[src/rtl/inst_encoder_pkg.sv]
// inst_encoder shared constants: RV32I opcodes, funct3 codes
// and instruction format codes used by the encoder.
package inst_encoder_pkg;

  localparam logic [6:0] OP_LUI       = 7'b0110111;
  localparam logic [6:0] OP_AUIPC     = 7'b0010111;
  localparam logic [6:0] OP_JAL       = 7'b1101111;
  localparam logic [6:0] OP_JALR      = 7'b1100111;
  localparam logic [6:0] OP_BRANCH    = 7'b1100011;
  localparam logic [6:0] OP_LOAD      = 7'b0000011;
  localparam logic [6:0] OP_STORE     = 7'b0100011;
  localparam logic [6:0] OP_ARI_ITYPE = 7'b0010011;
  localparam logic [6:0] OP_ARI_RTYPE = 7'b0110011;

  localparam logic [2:0] F3_SLL     = 3'b001;
  localparam logic [2:0] F3_SRL_SRA = 3'b101;

  typedef enum logic [2:0] {
    FMT_X,
    FMT_R,
    FMT_I,
    FMT_S,
    FMT_B,
    FMT_U,
    FMT_J
  } fmt_e;

  function automatic fmt_e fmt_of(input logic [6:0] op);
    fmt_e f;
    unique case (1'b1)
      (op == OP_LUI),
      (op == OP_AUIPC):     f = FMT_U;
      (op == OP_JAL):       f = FMT_J;
      (op == OP_JALR),
      (op == OP_LOAD),
      (op == OP_ARI_ITYPE): f = FMT_I;
      (op == OP_STORE):     f = FMT_S;
      (op == OP_BRANCH):    f = FMT_B;
      (op == OP_ARI_RTYPE): f = FMT_R;
      default:              f = FMT_X;
    endcase
    return f;
  endfunction

endpackage

[src/rtl/inst_encoder_fifo.sv]
// sync_fifo: small synchronous queue with flush.
// Head reads as zero while empty.
module sync_fifo #(
  parameter int WIDTH = 8,
  parameter int DEPTH = 4
) (
  input  logic             clk,
  input  logic             rst_n,
  input  logic             flush,
  input  logic             push,
  input  logic [WIDTH-1:0] din,
  input  logic             pop,
  output logic [WIDTH-1:0] dout,
  output logic             full,
  output logic             empty
);

  localparam int AW = $clog2(DEPTH);

  logic [WIDTH-1:0] mem_q [DEPTH];
  logic [WIDTH-1:0] mem_d [DEPTH];
  logic [AW:0]      wr_q, wr_d;
  logic [AW:0]      rd_q, rd_d;

  assign empty = (wr_q == rd_q);
  assign full  = (wr_q[AW] != rd_q[AW]) &&
                 (wr_q[AW-1:0] == rd_q[AW-1:0]);
  assign dout  = empty ? '0 : mem_q[rd_q[AW-1:0]];

  // Next pointers and storage; flush wins over push/pop
  always_comb begin
    mem_d = mem_q;
    wr_d  = wr_q;
    rd_d  = rd_q;
    if (flush) begin
      wr_d = '0;
      rd_d = '0;
    end else begin
      if (push && !full) begin
        mem_d[wr_q[AW-1:0]] = din;
        wr_d = wr_q + 1'b1;
      end
      if (pop && !empty) begin
        rd_d = rd_q + 1'b1;
      end
    end
  end

  // Queue state registers
  always_ff @(posedge clk or negedge rst_n) begin
    if (!rst_n) begin
      wr_q <= '0;
      rd_q <= '0;
      for (int i = 0; i < DEPTH; i++) begin
        mem_q[i] <= '0;
      end
    end else begin
      wr_q  <= wr_d;
      rd_q  <= rd_d;
      mem_q <= mem_d;
    end
  end

endmodule

[src/rtl/inst_encoder.sv]
// inst_encoder: packs decoded RV32I fields into words queued
// for IMEM writes. Optional ENC_IMM_CHECK_EN range checks.
module inst_encoder
  import inst_encoder_pkg::*;
#(
  parameter int          ADDR_W     = 14,
  parameter int unsigned BASE_ADDR  = 0,
  parameter int          FIFO_DEPTH = 4
) (
  input  logic              clk,
  input  logic              rst_n,
  input  logic              start,
  input  logic              req_valid,
  output logic              req_ready,
  input  logic [6:0]        req_opcode,
  input  logic [2:0]        req_funct3,
  input  logic              req_bit30,
  input  logic [4:0]        req_rd,
  input  logic [4:0]        req_rs1,
  input  logic [4:0]        req_rs2,
  input  logic [31:0]       req_imm,
  output logic              out_valid,
  input  logic              out_ready,
  output logic [ADDR_W-1:0] out_addr,
  output logic [31:0]       out_inst,
  output logic              err_illegal,
  output logic              err_range,
  output logic [15:0]       enc_count
);

  localparam logic [ADDR_W-1:0] BASE = ADDR_W'(BASE_ADDR);

  fmt_e              fmt;
  logic              shift;
  logic              legal;
  logic              imm_bad;
  logic [31:0]       inst;
  logic              accept;
  logic              push;
  logic              pop;
  logic              full;
  logic              empty;
  logic [ADDR_W-1:0] addr_q, addr_d;
  logic [15:0]       cnt_q, cnt_d;
  logic              ill_q, ill_d;

  assign req_ready   = !full && !start;
  assign accept      = req_valid && req_ready;
  assign push        = accept && legal && !imm_bad;
  assign pop         = out_valid && out_ready;
  assign out_valid   = !empty;
  assign err_illegal = ill_q;
  assign enc_count   = cnt_q;

  // Combinational encode of the request fields
  always_comb begin
    fmt   = fmt_of(req_opcode);
    legal = (fmt != FMT_X);
    shift = (req_opcode == OP_ARI_ITYPE) &&
            ((req_funct3 == F3_SLL) ||
             (req_funct3 == F3_SRL_SRA));
    inst  = '0;
    unique case (fmt)
      FMT_R: inst = {1'b0, req_bit30, 5'b0, req_rs2,
                     req_rs1, req_funct3, req_rd,
                     req_opcode};
      FMT_I: begin
        if (shift) begin
          inst = {1'b0, req_bit30, 5'b0, req_imm[4:0],
                  req_rs1, req_funct3, req_rd,
                  req_opcode};
        end else begin
          inst = {req_imm[11:0], req_rs1, req_funct3,
                  req_rd, req_opcode};
        end
      end
      FMT_S: inst = {req_imm[11:5], req_rs2, req_rs1,
                     req_funct3, req_imm[4:0],
                     req_opcode};
      FMT_B: inst = {req_imm[12], req_imm[10:5],
                     req_rs2, req_rs1, req_funct3,
                     req_imm[4:1], req_imm[11],
                     req_opcode};
      FMT_U: inst = {req_imm[31:12], req_rd, req_opcode};
      FMT_J: inst = {req_imm[20], req_imm[10:1],
                     req_imm[11], req_imm[19:12],
                     req_rd, req_opcode};
      FMT_X: inst = '0;
    endcase
  end

`ifdef ENC_IMM_CHECK_EN
  logic rng_q, rng_d;

  assign err_range = rng_q;

  // Immediate must fit the field width of its format
  always_comb begin
    imm_bad = 1'b0;
    case (fmt)
      FMT_I: begin
        if (shift) begin
          imm_bad = (req_imm[31:5] != '0);
        end else begin
          imm_bad = (req_imm[31:11] != {21{req_imm[11]}});
        end
      end
      FMT_S: imm_bad = (req_imm[31:11] != {21{req_imm[11]}});
      FMT_B: imm_bad = (req_imm[31:12] != {20{req_imm[12]}}) ||
                       req_imm[0];
      FMT_J: imm_bad = (req_imm[31:20] != {12{req_imm[20]}}) ||
                       req_imm[0];
      FMT_U: imm_bad = (req_imm[11:0] != '0);
      default: imm_bad = 1'b0;
    endcase
    rng_d = rng_q;
    if (start) begin
      rng_d = 1'b0;
    end else if (accept && legal && imm_bad) begin
      rng_d = 1'b1;
    end
  end

  // Sticky range error
  always_ff @(posedge clk or negedge rst_n) begin
    if (!rst_n) begin
      rng_q <= 1'b0;
    end else begin
      rng_q <= rng_d;
    end
  end
`else
  assign imm_bad   = 1'b0;
  assign err_range = 1'b0;
`endif

  // Address counter, word count and illegal-opcode flag
  always_comb begin
    addr_d = addr_q;
    cnt_d  = cnt_q;
    ill_d  = ill_q;
    if (start) begin
      addr_d = BASE;
      cnt_d  = '0;
      ill_d  = 1'b0;
    end else begin
      if (push) begin
        addr_d = addr_q + 1'b1;
        if (cnt_q != 16'hFFFF) begin
          cnt_d = cnt_q + 16'd1;
        end
      end
      if (accept && !legal) begin
        ill_d = 1'b1;
      end
    end
  end

  // Control state registers
  always_ff @(posedge clk or negedge rst_n) begin
    if (!rst_n) begin
      addr_q <= BASE;
      cnt_q  <= '0;
      ill_q  <= 1'b0;
    end else begin
      addr_q <= addr_d;
      cnt_q  <= cnt_d;
      ill_q  <= ill_d;
    end
  end

  sync_fifo #(
    .WIDTH (ADDR_W + 32),
    .DEPTH (FIFO_DEPTH)
  ) u_fifo (
    .clk   (clk),
    .rst_n (rst_n),
    .flush (start),
    .push  (push),
    .din   ({addr_q, inst}),
    .pop   (pop),
    .dout  ({out_addr, out_inst}),
    .full  (full),
    .empty (empty)
  );

endmodule

[config.mk]
export PLATFORM = sky130hd
export DESIGN_NAME = inst_encoder
export DESIGN_NICKNAME = d
export VERILOG_FILES = /design/src/rtl/inst_encoder_pkg.sv /design/src/rtl/inst_encoder_fifo.sv /design/src/rtl/inst_encoder.sv
export SDC_FILE = /design/constraint.sdc
export NUM_CORES = 1
export LEC_CHECK = 0
export ABC_AREA = 1
export CAP_MARGIN = 10
export CORE_ASPECT_RATIO = 0.6
export CORE_MARGIN = 2
export CORE_UTILIZATION = 35
export CTS_BUF_LIST = sky130_fd_sc_hd__clkbuf_4 sky130_fd_sc_hd__clkbuf_8
export CTS_CLUSTER_SIZE = 10
export DETAILED_ROUTE_END_ITERATION = 7
export MAX_ROUTING_LAYER = met4
export PLACE_DENSITY = 0.52
export SYNTH_ARGS = -nofsm -noshare
export SYNTH_HDL_FRONTEND = slang
export SYNTH_SLANG_ARGS = --single-unit
[constraint.sdc]
create_clock -name clk -period 2.9 [get_ports clk]
set_input_delay 0.29 -clock clk [delete_from_list [all_inputs] [get_ports clk]]
set_output_delay 0.29 -clock clk [all_outputs]
set_load 0.005 [all_outputs]
# Word-level counts from Yosys, hierarchy flattened
# Cells that the tools add are included.
[totals] input_bits=63 out_inout_bits=66 reg_bits=221
[classes] magnitude_cmp=3 bitwise_logic=3 mux=21 n_addsub=4 n_reduce_logical=26 eq_ne=21
[ops] operator="32-bit case mux with 7 select lines" count=1
[ops] operator="184-bit bitwise mux" count=1
[ops] operator="46-bit two-way mux" count=4
[ops] operator="46-bit binary-select mux with 2-bit select" count=1
[ops] operator="46-bit demux with 2-bit select" count=1
[ops] operator="16-bit two-way mux" count=3
[ops] operator="32-bit two-way mux" count=1
[ops] operator="14-bit two-way mux" count=2
[ops] operator="7-bit by 6-bit == test with 1-bit output, second input constant" count=3
[ops] operator="7-bit == test, second input constant" count=3
[ops] operator="3-bit case mux with 6 select lines" count=1
[ops] operator="16-bit by 1-bit adder with 16-bit output, second input constant" count=1
[ops] operator="16-bit != test, second input constant" count=1
[ops] operator="14-bit by 1-bit adder with 14-bit output, second input constant" count=1
[ops] operator="7-bit by 5-bit == test with 1-bit output, second input constant" count=2
[ops] operator="3-bit == test, second input constant" count=4
[ops] operator="3-bit two-way mux" count=4
[ops] operator="1-bit logical AND" count=10
[ops] operator="2-bit nonzero test" count=5
[ops] operator="7-bit by 2-bit == test with 1-bit output, second input constant" count=1
[ops] operator="3-bit by 1-bit adder with 3-bit output, second input constant" count=2
[ops] operator="3-bit by 1-bit == test with 1-bit output, second input constant" count=2
[ops] operator="3-bit by 2-bit == test with 1-bit output, second input constant" count=2
[ops] operator="3-bit >= comparator, second input constant" count=2
[ops] operator="14 further kinds" count=20

# Longest topological paths before layout
[depth] word_depth=9 depth_mapped=14 depth_no_buf=12

# By module
# Synthesis repeated with hierarchy kept, for this count alone.
[unflattened] cells_unflattened=1624 area_unflattened_um2=11921.4
[by_module_without_submodules] mod="sync_fifo" instances=1 cells_each=1195 area_per_inst_um2=9087.5 seq_area_each_um2=4754.6
[by_module_without_submodules] mod="inst_encoder" instances=1 cells_each=429 area_per_inst_um2=2834.0 seq_area_each_um2=775.7

# Worst setup path before layout
# OpenSTA, ideal clock, no wires.
[synth_timing] path_kind="flip-flop to flip-flop" from="reg cnt_q[0], in the netlist enc_count[0]" to="reg cnt_q[3], in the netlist enc_count[3]" arrival_ns=1.704 stages_incl_launch_ff=10 required_ns=2.783 setup_time_ns=0.117 period_less_slack_ns=1.821 setup_slack_ns=1.079 cell_sequence="dfrtp_1 -> ha_1 -> nand2_1 -> nor2_1 -> nand2_1 -> nor4_1 -> nand2_1 -> clkbuf_1 -> nand3_1 -> nand2_1"
[synth_via] elab_chain_cells=4 elab_cells_between_ends=7
[synth_rtl] element="start, declared" line_no="inst_encoder.sv:44" text="logic [15:0] cnt_q, cnt_d;"
[synth_rtl] element="start signal, assigned" line_no="inst_encoder.sv:167" text="cnt_q <= cnt_d;"
[synth_rtl] element="16-bit by 1-bit adder with 16-bit output" line_no="inst_encoder.sv:150" text="cnt_d = cnt_q + 16'd1;"
[synth_rtl] element="16-bit two-way mux" line_no="inst_encoder.sv:149" text="if (cnt_q != 16'hFFFF) begin"
[synth_rtl] element="16-bit two-way mux" line_no="inst_encoder.sv:147" text="if (push) begin"
[synth_rtl] element="16-bit two-way mux" line_no="inst_encoder.sv:142" text="if (start) begin"
# Parallel ways exist; a longest one is shown, timed or not. The select of a mux whose other input is x is not followed.
# A chain may end at the register's enable or synchronous reset.

# Worst setup path after layout
[layout_timing] from="reg u_fifo.rd_q[0]" to="out out_inst[1]"
[layout_via] elab_chain_cells=5 elab_cells_between_ends=6
[layout_rtl] element="start, declared" line_no="inst_encoder_fifo.sv:23" text="logic [AW:0] rd_q, rd_d;"
[layout_rtl] element="start signal, assigned" line_no="inst_encoder_fifo.sv:59" text="rd_q <= rd_d;"
[layout_rtl] element="2-bit NOT with 3-bit output (not written as such)" line_no="inst_encoder_fifo.sv:28" text="assign dout = empty ? '0 : mem_q[rd_q[AW-1:0]];"
[layout_rtl] element="46-bit binary-select mux with 2-bit select" line_no="inst_encoder_fifo.sv:28"
[layout_rtl] element="46-bit two-way mux (not written as such) (2 in a row)" line_no="inst_encoder_fifo.sv:28"
[layout_rtl] element="46-bit two-way mux *" line_no="inst_encoder_fifo.sv:28"
[layout_rtl] element="end, declared" line_no="inst_encoder.sv:25" text="output logic [31:0] out_inst,"
# Mark *: on every way between the ends. The rest lies on a longest branch, timed or not. The select of a mux whose other input is x is not followed.

==> impl.org <==
** Logic synthesis
- Post-Synthesis Net Count :: 1703
- Fraction of post-synthesis cell area in the top cell type by area :: 0.469
- Count of yosys warnings during synthesis :: 0
- Post-synthesis sequential area ratio :: 0.469
- By area the synthesized netlist is led by sky130_fd_sc_hd__dfrtp_1 47%, sky130_fd_sc_hd__nand2_1 21%, sky130_fd_sc_hd__o21ai_0 6.2%.
- After synthesis, the most frequently instantiated cells are 660 x sky130_fd_sc_hd__nand2_1, 221 x sky130_fd_sc_hd__dfrtp_1, 158 x sky130_fd_sc_hd__inv_1, 147 x sky130_fd_sc_hd__o21ai_0, 88 x sky130_fd_sc_hd__a21oi_1.
- Post-synthesis sequential element count :: 221
- Library cell occupying the most area in the post-synthesis netlist :: sky130_fd_sc_hd__dfrtp_1
- Library cell with the highest instance count after synthesis :: sky130_fd_sc_hd__nand2_1
- Number of instances in the synthesized netlist :: about 1600
- For this run, asynchronously set or reset flops after synthesis account for 1.00.
- The cell area that synthesis handed to floorplanning was 11800 µm².
- Averaged over all synthesized cells, the footprint is 7.22 µm².
- Number of flops mapped to enable cells by yosys :: 0
- For this run, the leading register cell type out of synthesis is sky130_fd_sc_hd__dfrtp_1.
- Number of distinct library cell variants in the gate-level netlist after synthesis :: 37

** Power and ir drop
- Clock network power share :: 0.301
- Summed over all nets, the switching power comes to around 3200 µW.
- Combinational fraction of design power :: 0.335
- Of the total power, the share spent switching nets is 0.338.
- Internal power :: 6250 µW
- Of the total power, registers draw 0.364.
- The worst-case IR drop observed on VDD is 0.436 mV.
- Power density cells :: 650 nW/µm²
- LEAKAGE :: 0.00770 µW

** Clock tree
- CTS clock-pin slew for the worst setup and hold paths :: 0.07 ns
- Clock tree from TritonCTS :: yes
- At the later pin of the worst-skew pair, clock insertion delay measures approximately 0.56 ns.
- The clock tree synthesis step divided the H-tree into 2 levels.
- Root buffer selected by CTS :: sky130_fd_sc_hd__clkbuf_8
- Maximum clock path buffer count :: 3
- In this run, CTS created clock tree buffers numbering 36.
- Clock sink total :: 221

** Global route
- The first global-routing pass estimated 58.2 mm of wire.
- The total overflow left after global routing is 0.
- Vias in the first global route :: roughly 10000
- Antenna violations before repair :: 0
- Maximum number of pins on one net before global-route repair :: 71
- Total routing usage reported by global routing :: 0.217

** Cells and area
- Non-filler cells in the finished layout :: 2232
- For this run, the share of the core covered by cells in the final layout is 0.434.
- The multi-input combinational cells in the finished layout cover a total of roughly 5000 µm².
- Filler cells :: 3454
- Area overhead of the layout relative to synthesis :: 23.1%
- Number of antenna cells inserted :: 0
- Fraction of final layout cells with drive strength greater than 1 :: 0.0784
- Cell area after layout :: 14500 µm²
- In the final design database the tool counted 1819 nets.
- Sequential cell area in the final layout :: 5540 µm²

** Worst setup path
- In this run the critical register-to-register path is captured at enc_count[5].
- Crit path top cell by count :: sky130_fd_sc_hd__nand2_1
- Type of the worst setup path :: register to output pin
- In this run the register-to-register setup slack is 0.71 ns.
- Crit. path cell count :: 8
- Counting both buffers and inverters, the worst setup path holds a total of 4.
- Maximum fanout along the worst path :: 36
- Startpoint Class :: register
- Cell-by-cell trace of the critical path :: inv_2 -> bufbuf_16 -> a21oi_1 -> o21ai_0 -> nand2_1 -> nand2_1 -> inv_1 -> clkdlybuf4s50_1
- The critical path starts at u_fifo.rd_q[0].
- The cell family contributing the most delay on the critical path is buffers and inverters.
- Cell at the slowest stage of the critical path :: sky130_fd_sc_hd__clkdlybuf4s50_1
- Start of the worst register-to-register path :: enc_count[0]
- STA classifies the critical path endpoint as an output pin.
- Required time of the critical path :: 2.61 ns
- Delay of the slowest cell on the worst path :: between 0.5 and 0.6 ns
- Endpoint arrival time on the critical path :: 2.47 ns
- Termination of the worst setup path :: out_inst[1]
- For the worst flop-to-flop path, the logic depth is 9.

** Floorplanning
- Top-Level Pins :: 129
- Measured along the y axis, the die boundary spans ~150 µm.
- Die width :: 241 µm
- Effective utilization at floorplan :: 0.353
- The floorplan step defined a die boundary enclosing 35200 µm².
- After floorplanning, the core was divided into 52 placement rows.
- In this run the standard cell core region covers 33400 µm².

** Route
- Average wire per cell in the routed design :: about 16 µm
- The first detailed-routing pass took 7 iterations.
- The first routing iteration left a little under 900 violations.
- Via count :: about 11000
- Post-DR vias/cell :: 4.74
- Remaining routing DRC violations :: 0
- The routed design has 36.1 mm of wire.
- In this run the remaining antenna-violating nets after routing total 0.

** Job
- Max-cap violations in this run came to 0.

** Timing
- Static timing analysis puts the maximum clock frequency at 363 MHz.
- Final setup fails :: 0
- Worst path setup slack after routing :: ~0.14 ns
- Minimum clock period after layout :: 2.76 ns
- Slew at the pin closest to its max-slew limit :: 0.682 ns
- For the final database, setup skew stands at approximately 0.016 ns.
- Setup total negative slack on the finished layout was measured at 0 ns.
- The number of failing hold endpoints at the final stage is 0.
- Fraction of the cycle the final worst path needs :: 0.950
- The max-slew violation count came to 0.
- Worst-case headroom to the max-slew limit :: 0.545

** Worst hold path
- The path class of the tightest hold or removal check is input pin to asynchronous set/reset pin.

** Placed design
- Port buffering added roughly 130 buffers.
- After detailed placement, the design holds a cell count of between 2000 and 2500.
- Post-Place Worst Slack :: 0.214 ns
- After detailed placement, the total cell area comes to 13600 µm².
- Final Wtd Congestion :: ~0.85
- Hpwl dp :: 22.7 mm

** Run status
- Result of the run :: finished, final reports clean
==> worst min path at each step <==
stage / start / endpoint / slack (ns) / depth (start not counted)
6_report: rst_n / u_fifo.mem_q[130] / 0.28 / 2
5_1_grt: rst_n / u_fifo.mem_q[130] / 0.30 / 2
4_1_cts: rst_n / u_fifo.mem_q[130] / 0.28 / 2
3_5_place_dp: rst_n / u_fifo.mem_q[130] / 0.27 / 1
3_3_place_gp: rst_n / u_fifo.mem_q[130] / 0.27 / 1
2_1_floorplan: rst_n / addr_q[0] / -0.006 / 0
==> power groups by stage <==
stage | Combinational [µW] | Clock [µW] | Sequential (µW)
6_report | 3170 | 2840 | 3430
5_1_grt | 3520 | 3090 | 3460
4_1_cts | 3160 | 2930 | 3440
3_5_place_dp | 2820 | 0 | 3520
3_3_place_gp | 2810 | 0 | 3520
2_1_floorplan | 1480 | 0 | 3440
==> kinds of logic (layout without fill, tap and decap cells) <==
family | count (synthesis) | count (layout) | synth area share
buffers and inverters | 265 | 405 | 0.0959
other | 1 | 1 | 0.000318
and+or+nand+nor | 831 | 831 | 0.285
AOI/OAI and AO/OA | 283 | 283 | 0.124
adders and majority gates | 7 | 7 | 0.00742
xor gates and xnor gates | 25 | 25 | 0.0186
DFF | 221 | 221 | 0.469
==> worst reg2reg max path, delay by kind of cell (launching register included) <==
family | cells | cell delay, ns
buf+inv | 1 | 0.26
simple gates | 7 | 1.05
flops | 1 | 0.48
fa+ha+maj | 1 | 0.28
==> placed cells by master, fill, tap and decap left out, types with 8 or more instances in the layout <==
master	instances
sky130_fd_sc_hd__nor2_1	73
sky130_fd_sc_hd__o21ai_0	147
sky130_fd_sc_hd__clkdlybuf4s50_1	125
sky130_fd_sc_hd__buf_12	14
sky130_fd_sc_hd__clkbuf_4	14
sky130_fd_sc_hd__buf_4	30
sky130_fd_sc_hd__nand3_1	64
sky130_fd_sc_hd__nand2_1	660
sky130_fd_sc_hd__dfrtp_1	219
sky130_fd_sc_hd__xor2_1	22
sky130_fd_sc_hd__o21ai_1	27
sky130_fd_sc_hd__a22oi_1	8
sky130_fd_sc_hd__a21oi_1	88
sky130_fd_sc_hd__inv_2	8
sky130_fd_sc_hd__clkbuf_8	44
sky130_fd_sc_hd__inv_1	156
==> through the flow <==
step | hold WS [ns] | total power, µW
2_1_floorplan | -0.00559 | 4920
3_3_place_gp | 0.273 | 6320
3_5_place_dp | 0.271 | 6340
4_1_cts | 0.281 | 9530
5_1_grt | 0.296 | 10100
6_report | 0.278 | 9440
==> timing repair <==
item                                    CTS  global route
setup buffers                             6             4
hold buffers                              1             0
gates resized for setup                   5             3
hold endpoints to repair                 56             0
gates cloned                              3             0
endpoints found under the setup margin   19            34
==> per-layer routing <==
layer | GRT usage | wire, µm | vias to the layer above
met5 | - | 0 | -
met3 | 0.0327 | 1490 | 45
li1 | - | - | 5321
met4 | 0.0432 | 490 | 0
met1 | 0.337 | 19600 | 4979
met2 | 0.296 | 14500 | 244
==> layout make-up <==
class / count / share of cell area
clock inverters: 4 / 0.00172
clock buffers: 58 / 0.0489
inverters: 167 / 0.0434
flip-flops and latches: 221 / 0.381
multi-input cells: 1147 / 0.354
well taps: 459 / 0.0395
repair buffers: 176 / 0.131
==> registers in the layout, summed over array words and instances, names as in the netlist <==
register and cells:
err_illegal 1, u_fifo.mem_q 184, addr_q 14, u_fifo.rd_q 3, enc_count 16, u_fifo.wr_q 3
Note: power is estimated with default switching activity, not from simulation.
